[src/rtl/countdown_timer_ctrl_pkg.sv]
// Shared definitions for the countdown timer controller: state encodings,
// the done-LED pattern and a counter-width helper.
package countdown_timer_ctrl_pkg;

  typedef enum logic [1:0] {
    ST_IDLE  = 2'b00,
    ST_RUN   = 2'b01,
    ST_PAUSE = 2'b10,
    ST_DONE  = 2'b11
  } state_e;

  localparam int LED_W = 15;
  localparam logic [LED_W-1:0] DONE_PATTERN = 15'h7FFF;

  // Divider counters need at least one bit even for DIV == 1.
  function automatic int cnt_width(input int div);
    return (div > 1) ? $clog2(div) : 1;
  endfunction

endpackage

[src/rtl/countdown_timer_ctrl_tick_gen.sv]
// Modulo-DIV enable divider: counts 0..DIV-1 while en is high and flags the
// wrap cycle on pulse; clr forces the count back to zero.
module countdown_timer_ctrl_tick_gen
  import countdown_timer_ctrl_pkg::*;
#(
  parameter int DIV = 4
) (
  input  logic clk,
  input  logic rst,
  input  logic en,
  input  logic clr,
  output logic pulse
);

  localparam int W = cnt_width(DIV);
  localparam logic [W-1:0] LAST = W'(DIV - 1);

  logic [W-1:0] cnt_q;
  logic [W-1:0] cnt_d;
  logic         at_last_s;

  assign at_last_s = (cnt_q == LAST);

  // Next count: clear wins, otherwise advance and wrap only while enabled.
  always_comb begin
    cnt_d = cnt_q;
    if (clr) begin
      cnt_d = {W{1'b0}};
    end else if (en) begin
      if (at_last_s) begin
        cnt_d = {W{1'b0}};
      end else begin
        cnt_d = cnt_q + W'(1);
      end
    end else begin
      cnt_d = cnt_q;
    end
  end

  // Count register.
  always_ff @(posedge clk or posedge rst) begin
    if (rst) begin
      cnt_q <= {W{1'b0}};
    end else begin
      cnt_q <= cnt_d;
    end
  end

  assign pulse = en & ~clr & at_last_s;

endmodule

[src/rtl/countdown_timer_ctrl.sv]
// RUN/PAUSE/DONE sequencer for the BCD down-counter: derives the count tick,
// digit-scan select and done-LED blink from one-cycle button pulses.
module countdown_timer_ctrl
  import countdown_timer_ctrl_pkg::*;
#(
  parameter int TICK_DIV  = 100_000_000,
  parameter int SCAN_BITS = 17,
  parameter int BLINK_DIV = 50_000_000
) (
  input  logic             clk,
  input  logic             rst,
  input  logic             btn_start,
  input  logic             btn_clear,
  input  logic             cnt_zero,
  output logic             tick,
  output logic             cnt_stop,
  output logic             cnt_load,
  output logic [1:0]       clk_ctl,
  output logic [LED_W-1:0] done_led,
  output logic [1:0]       state_dbg
);

  state_e               state_q, state_d;
  logic                 tick_q, tick_d;
  logic                 stop_q, stop_d;
  logic                 load_q, load_d;
  logic [LED_W-1:0]     led_q, led_d;
  logic [SCAN_BITS-1:0] scan_q;

  logic pre_en_s, pre_clr_s, pre_pulse_s;
  logic blink_en_s, blink_clr_s, blink_pulse_s;

  countdown_timer_ctrl_tick_gen #(.DIV(TICK_DIV)) u_prescaler (
    .clk   (clk),
    .rst   (rst),
    .en    (pre_en_s),
    .clr   (pre_clr_s),
    .pulse (pre_pulse_s)
  );

  // The blink divider restarts from zero every time DONE is entered.
  assign blink_en_s  = (state_q == ST_DONE) & ~btn_clear;
  assign blink_clr_s = ~blink_en_s;

  countdown_timer_ctrl_tick_gen #(.DIV(BLINK_DIV)) u_blink (
    .clk   (clk),
    .rst   (rst),
    .en    (blink_en_s),
    .clr   (blink_clr_s),
    .pulse (blink_pulse_s)
  );

  // Next state and registered-output values; clear beats zero beats start.
  always_comb begin
    state_d   = state_q;
    pre_en_s  = 1'b0;
    pre_clr_s = 1'b0;
    load_d    = 1'b0;
    if (btn_clear) begin
      state_d   = ST_IDLE;
      pre_clr_s = 1'b1;
      load_d    = 1'b1;
    end else begin
      case (state_q)
        ST_IDLE: begin
          if (btn_start) begin
            state_d   = ST_RUN;
            pre_clr_s = 1'b1;
          end else begin
            state_d = ST_IDLE;
          end
        end
        // The prescaler only advances on RUN cycles with no event, so a
        // pause keeps the partial second intact.
        ST_RUN: begin
          if (cnt_zero) begin
            state_d = ST_DONE;
          end else if (btn_start) begin
            state_d = ST_PAUSE;
          end else begin
            pre_en_s = 1'b1;
          end
        end
        ST_PAUSE: begin
          if (btn_start) begin
            state_d = ST_RUN;
          end else begin
            state_d = ST_PAUSE;
          end
        end
        ST_DONE: state_d = ST_DONE;
        default: state_d = ST_IDLE;
      endcase
    end

    tick_d = pre_pulse_s;
    stop_d = (state_d != ST_RUN);

    if (btn_clear) begin
      led_d = {LED_W{1'b0}};
    end else if (state_d == ST_DONE) begin
      if (state_q != ST_DONE) begin
        led_d = DONE_PATTERN;
      end else if (blink_pulse_s) begin
        led_d = ~led_q;
      end else begin
        led_d = led_q;
      end
    end else begin
      led_d = {LED_W{1'b0}};
    end
  end

  // State and output registers.
  always_ff @(posedge clk or posedge rst) begin
    if (rst) begin
      state_q <= ST_IDLE;
      tick_q  <= 1'b0;
      stop_q  <= 1'b1;
      load_q  <= 1'b0;
      led_q   <= {LED_W{1'b0}};
    end else begin
      state_q <= state_d;
      tick_q  <= tick_d;
      stop_q  <= stop_d;
      load_q  <= load_d;
      led_q   <= led_d;
    end
  end

  // Free-running digit-scan counter.
  always_ff @(posedge clk or posedge rst) begin
    if (rst) begin
      scan_q <= {SCAN_BITS{1'b0}};
    end else begin
      scan_q <= scan_q + SCAN_BITS'(1);
    end
  end

  assign tick      = tick_q;
  assign cnt_stop  = stop_q;
  assign cnt_load  = load_q;
  assign done_led  = led_q;
  assign state_dbg = state_q;
  assign clk_ctl   = scan_q[SCAN_BITS-1:SCAN_BITS-2];

endmodule

[config.mk]
export PLATFORM = sky130hd
export DESIGN_NAME = countdown_timer_ctrl
export DESIGN_NICKNAME = d
export VERILOG_FILES = /design/src/rtl/countdown_timer_ctrl_pkg.sv /design/src/rtl/countdown_timer_ctrl_tick_gen.sv /design/src/rtl/countdown_timer_ctrl.sv
export SDC_FILE = /design/constraint.sdc
export NUM_CORES = 1
export LEC_CHECK = 0
export ABC_AREA = 1
export BUFFER_PORTS_ARGS = -buffer_cell sky130_fd_sc_hd__buf_2
export CAP_MARGIN = 20
export CORE_MARGIN = 5
export CORE_UTILIZATION = 25
export DETAILED_ROUTE_END_ITERATION = 8
export GPL_ROUTABILITY_DRIVEN = 0
export SLEW_MARGIN = 15
export SYNTH_ARGS = -nofsm -noshare
export SYNTH_HDL_FRONTEND = slang
export SYNTH_HIERARCHICAL = 1
export SYNTH_SLANG_ARGS = --single-unit
[constraint.sdc]
create_clock -name clk -period 2.2 [get_ports clk]
set_clock_uncertainty 0.05 [all_clocks]
set_input_delay 0.44 -clock clk [delete_from_list [all_inputs] [get_ports clk]]
set_output_delay 0.44 -clock clk [all_outputs]
set_load 0.1 [all_outputs]
# == Yosys cells after proc, flatten, opt, wreduce, memory -nomap -nowiden ==
# Cells that the tools add are included.
# op_classes
n_addsub,3
n_eq_ne,9
muxes,23
n_bitwise,7
n_reduce_logical,2
# ops
operator,n
2-to-1 mux 27 bit,3
2-to-1 mux 15 bit,4
2-to-1 mux 26 bit,2
adder 27 x 1 -> 27 bit (second input constant),1
equality test 27 bit (second input constant),1
adder 26 x 1 -> 26 bit (second input constant),1
equality test 26 bit (second input constant),1
adder 17 x 1 -> 17 bit (second input constant),1
inverter 15 bit,1
2-to-1 mux 1 bit,9
2-to-1 mux 2 bit,4
case mux 2 bit (4 select lines),1
equality test 2 bit (second input constant),3
AND 1 bit,4
!= test 4 x 3 -> 1 bit (second input constant),1
equality test 2 x 1 -> 1 bit (second input constant),1
logical NOT 2 bit,1
!= test 2 x 1 -> 1 bit (second input constant),1
!= test 2 bit (second input constant),1
inverter 1 bit,2
nonzero test 2 bit,1
# word_totals
ff_bits,90
inputBits,5

# == Depth between registers and ports, before layout ==
# logic_depth
ltp_word,7
depth_mapped,14
ltp_nobuf,13

# == Modules after synthesis ==
# Netlist, hierarchy kept.
# modules_own_cells
mod,n_inst,cells_each,area_per_inst_um2,seq_area_each_um2
countdown_timer_ctrl,1,236,1848.0,927.1
countdown_timer_ctrl_tick_gen at u_prescaler,1,255,1731.7,675.6
countdown_timer_ctrl_tick_gen at u_blink,1,237,1689.1,650.6

# == Worst setup path before layout ==
# No wires, ideal clock.
# synth_path
kind,reg-to-reg
start,reg state_q[0] (netlist: state_dbg[0])
end,reg led_q[0] (netlist: done_led[0])
setup_ps,63
t_arrival_ps,2358
t_required_ps,2087
slack_ps,-270
stages_incl_launch_ff,14
path_cell_list,dfrtp_1 nand2_2 nor2_4 inv_1 inv_1 nand2_1 nor2_1 inv_1 nand2_2 buf_6 nand2_1 nand2_1 nand2_1 inv_1
# synth_rtl
item,line_no,source
start: declaration,countdown_timer_ctrl.sv:23,"state_e state_q, state_d;"
start signal: assignment,countdown_timer_ctrl.sv:123,state_q <= state_d;
equality test 2 bit,countdown_timer_ctrl.sv:42,assign blink_en_s = (state_q == ST_DONE) & ~btn_clear;
AND 1 bit,countdown_timer_ctrl.sv:42,
via blink_en_s,countdown_timer_ctrl.sv:31,"logic blink_en_s, blink_clr_s, blink_pulse_s;"
AND 1 bit,countdown_timer_ctrl_tick_gen.sv:49,assign pulse = en & ~clr & at_last_s;
via blink_pulse_s,countdown_timer_ctrl.sv:31,
!= test 4 x 3 -> 1 bit (no source line),n/a,
end signal: assignment,countdown_timer_ctrl.sv:121,led_q <= {LED_W{1'b0}};
end signal: assignment,countdown_timer_ctrl.sv:127,led_q <= led_d;
end: declaration,countdown_timer_ctrl.sv:27,"logic [LED_W-1:0] led_q, led_d;"
# The timed path passes the listed nets, and every way through them passes these cells.
# A chain may end at the register's enable or synchronous reset.

# == Worst setup path after layout ==
# layout_path
start,reg u_blink.cnt_q[0]
end,reg led_q[3] (netlist: done_led[3])
# layout_between
elab_chain_cells,3
# layout_lines
item,line_no,source
start: declaration,countdown_timer_ctrl_tick_gen.sv:18,logic [W-1:0] cnt_q;
start signal: assignment,countdown_timer_ctrl_tick_gen.sv:43,cnt_q <= {W{1'b0}};
start signal: assignment,countdown_timer_ctrl_tick_gen.sv:45,cnt_q <= cnt_d;
equality test 26 bit,countdown_timer_ctrl_tick_gen.sv:22,assign at_last_s = (cnt_q == LAST);
AND 1 bit,countdown_timer_ctrl_tick_gen.sv:49,
via blink_pulse_s,countdown_timer_ctrl.sv:31,
!= test 4 x 3 -> 1 bit (no source line),n/a,
# The timed path passes the listed nets, and every way through them passes these cells.

==> impl_metrics.ini <==
[cells_and_area]
nets = 772
area_growth_pct = 15.4
fillerInstances = 2209
final_cell_mix = nand2_1, inv_1, dfrtp_1
layout_commonest_cell = nand2_1
layout-drive-gt1-share_pct = 13.1
diodes = 0

[clock_tree]
cts_buffer_depth = 2
clk_pin_slew_ps = 70
htreeDepth = 3
cts_setup_buffers = 0
cts-hold-fix-buffers = 0
cts.sinks = 90
cts_resized = 0
cts-root-buf = clkbuf_16
clk_latency_ps = 350
cts_tree = built
numCtsBuffers = 9

[grt]
top_usage_layer = met2
overflow = 0
antenna_found_initial = 0
grt_use_met2_pct = 16.7
grt_pass1_vias = 4254
grt_usage_pct = 10.2
grtUsageMet3_pct = 2.73
grt_start_max_net_pins = 38
grt_pass1_wl_um = 20200
grt_use_met1_pct = 13.4

[floorplanning]
die_w_um = 155
die_area_mm2 = 0.0241
io_pins = 27
rows = 53
core_mm2 = 0.0209
die_h_um = 155
start_util_pct = 25.2

[logic_synthesis]
ys_seq_area_share_pct = 42.8
yosysTopAreaCell = dfrtp_1
syn_nets = 736
synthTopCellsByArea = dfrtp_1, nand2_1, inv_1
ys_ff_latch = 90
yosysWarnings = 6
synth_top_area_share_pct = 42.3
syn_inst = 728
ys_types = 35
synthesis.area_mm2 = 0.00527
syn_area_per_cell_um2 = 7.24

[worst_setup_path]
crit_type = reg -> reg
critPathSlowestCell = dfrtp_1
crit_buf_inv = 3
critPathRequiredTime_ps = 2400
start_kind = flip-flop
cp_top_family = simple AND/OR/NAND/NOR gates
worstPathMaxFanout = 14
worstPathCellList = ha_4 > nand2_2 > nor2_2 > nand2_2 > nor2_4 > nand2_1 > nor2_2 > buf_4 > nor3_4 > buf_4 > nand2_1 > nand2_1 > nand2_1 > inv_1
setup.worst_path.end_class = flip-flop
worst_ep_arrival_time_ps = 2180
slowest_delay_ps = 420
path_common_cell = nand2_1

[job]
drv_cap = 0

[power_and_ir_drop]
finalPower_w = 0.00366
seq_power_share_pct = 46.2
internal-power_w = 0.00271
leakagePower_nw = 2.76
p_sw_w = 0.000952
power_frac_clock_pct = 46.0
peakVddDrop_mv = 0.443
switching_share_pct = 26.0
power_density_mw_per_mm2 = 603
p_comb_share_pct = 7.9

[routing]
dr.first_iter.drc_count = 301
antenna_left = 0
drc = 0
drt-total-wl_um = 11800
wl_per_cell_um = 11.3
viasPerCell = 4.28
vias = 4464
dr.pass1.iters = 4

[timing]
final_hold_viol_count = 0
slew_violations = 0
finalCritPeriodShare_pct = 90.1
finalSetupViolations = 0
tns_ps = 0
max_freq_ghz = 0.505
setup_slack_ps = 219
fin_crit_ps = 1980
slew_headroom_pct = 65.0
worst_slew_pin_slew_ps = 525
rsz0062_at_grt = no

[placed_design]
pre_cts_ws_ps = 82.2
io_buffers = 26
hpwl_um = 8310

[status]
outcome = finished clean

[worst_hold_path]
hp-class = in -> async
-- synth_stat cells --
master,instances
nand2_1,254
nand3_2,2
nor2_2,8
nor2_4,8
o211ai_1,1
ha_1,3
buf_4,3
nor3_2,1
a31oi_1,2
inv_1,89
buf_2,1
dfstp_2,1
nand2_2,13
nand3_1,48
clkbuf_1,2
xor2_1,26
o31ai_1,1
nand3b_1,1
o21bai_1,3
o21ai_0,17
a21oi_4,1
and2_1,1
xnor2_1,4
a21oi_1,12
o21ai_1,19
nor2_1,74
nand2_4,1
dfrtp_1,89
nor3_1,4
nand4_1,15
o22ai_1,9
buf_6,7
inv_2,5
nor3_4,1
clkinv_1,2
-- worst register-to-register path, stage by stage, from the launching register on --
cell and delay [ps]:
dfrtp_1 420, ha_4 170, nand2_2 70, nor2_2 150, nand2_2 90, nor2_4 140, nand2_1 110, nor2_2 110
buf_4 140, nor3_4 40, buf_4 190, nand2_1 70, nand2_1 50, nand2_1 60, inv_1 40
-- metal layers --
layer | wire length [um] | up-vias | part of all wire (%)
met1 | 5780 | 2059 | 49
met2 | 5510 | 51 | 47
met4 | 118 | 0 | 1.0
met5 | 0 | - | 0
met3 | 422 | 11 | 3.6
li1 | - | 2343 | -
-- flip-flops by register name, indices dropped and copies added, names as in the netlist --
signal	count
cnt_load	1
cnt_stop	1
done_led	15
scan_q	17
state_dbg	2
tick	1
u_blink/cnt_q	26
u_prescaler/cnt_q	27
-- final cells by class --
type	instances	area, um^2	area share, %
clock buffers	10	229	3.77
clock inverters	6	91.3	1.50
inverters	96	360	5.93
multi-input cells	529	2560	42.2
flip-flops and latches	90	2260	37.1
well taps	275	344	5.66
repair buffers	38	233	3.83
-- cell families after synthesis --
logic type / Yosys count / synth area share (%)
AND/OR/NAND/NOR: 431 / 35.6
buffers and inverters: 109 / 9.00
flip-flops: 90 / 42.8
AO/OA/AOI/OAI: 65 / 6.89
XOR/XNOR: 30 / 4.99
adder cells (fa/ha/maj): 3 / 0.712
-- metrics by stage --
stage / instances / utilization, % / cell area, um^2 / hold slack, ps
6_report: 1044 / 29.1 / 6080 / 33.6
5_1_grt: 1044 / 29.1 / 6080 / 60.4
4_1_cts: 1044 / 29.0 / 6050 / 22.6
3_5_place_dp: 1028 / 27.5 / 5730 / 402
3_3_place_gp: 1028 / 27.5 / 5730 / 394
2_1_floorplan: 728 / - / 5270 / 387
-- worst paths after layout --
kind                                  startpoint               endpoint  slack [ps]  cells after the start
worst min-delay path                         rst   u_prescaler/cnt_q[4]          30                      2
worst max register to register  u_blink/cnt_q[0]            done_led[3]         220                     14
worst max-delay path            u_blink/cnt_q[0]            done_led[3]         220                     14
max in group asynchronous                    rst  u_prescaler/cnt_q[22]        1470                      3
min in group clk                       btn_clear               cnt_load         270                      1
worst min register to register         scan_q[0]              scan_q[0]         430                      1
-- power groups by stage --
stage                     sequential, W  combinational (W)  clock [W]
after floorplan                 0.00186          0.0000839          0
after global placement          0.00172           0.000293          0
after detailed placement        0.00172           0.000293          0
after CTS                       0.00169           0.000294    0.00174
after global routing            0.00169           0.000311    0.00181
final                           0.00169           0.000288    0.00168
Power figures use the tool's default switching activity.
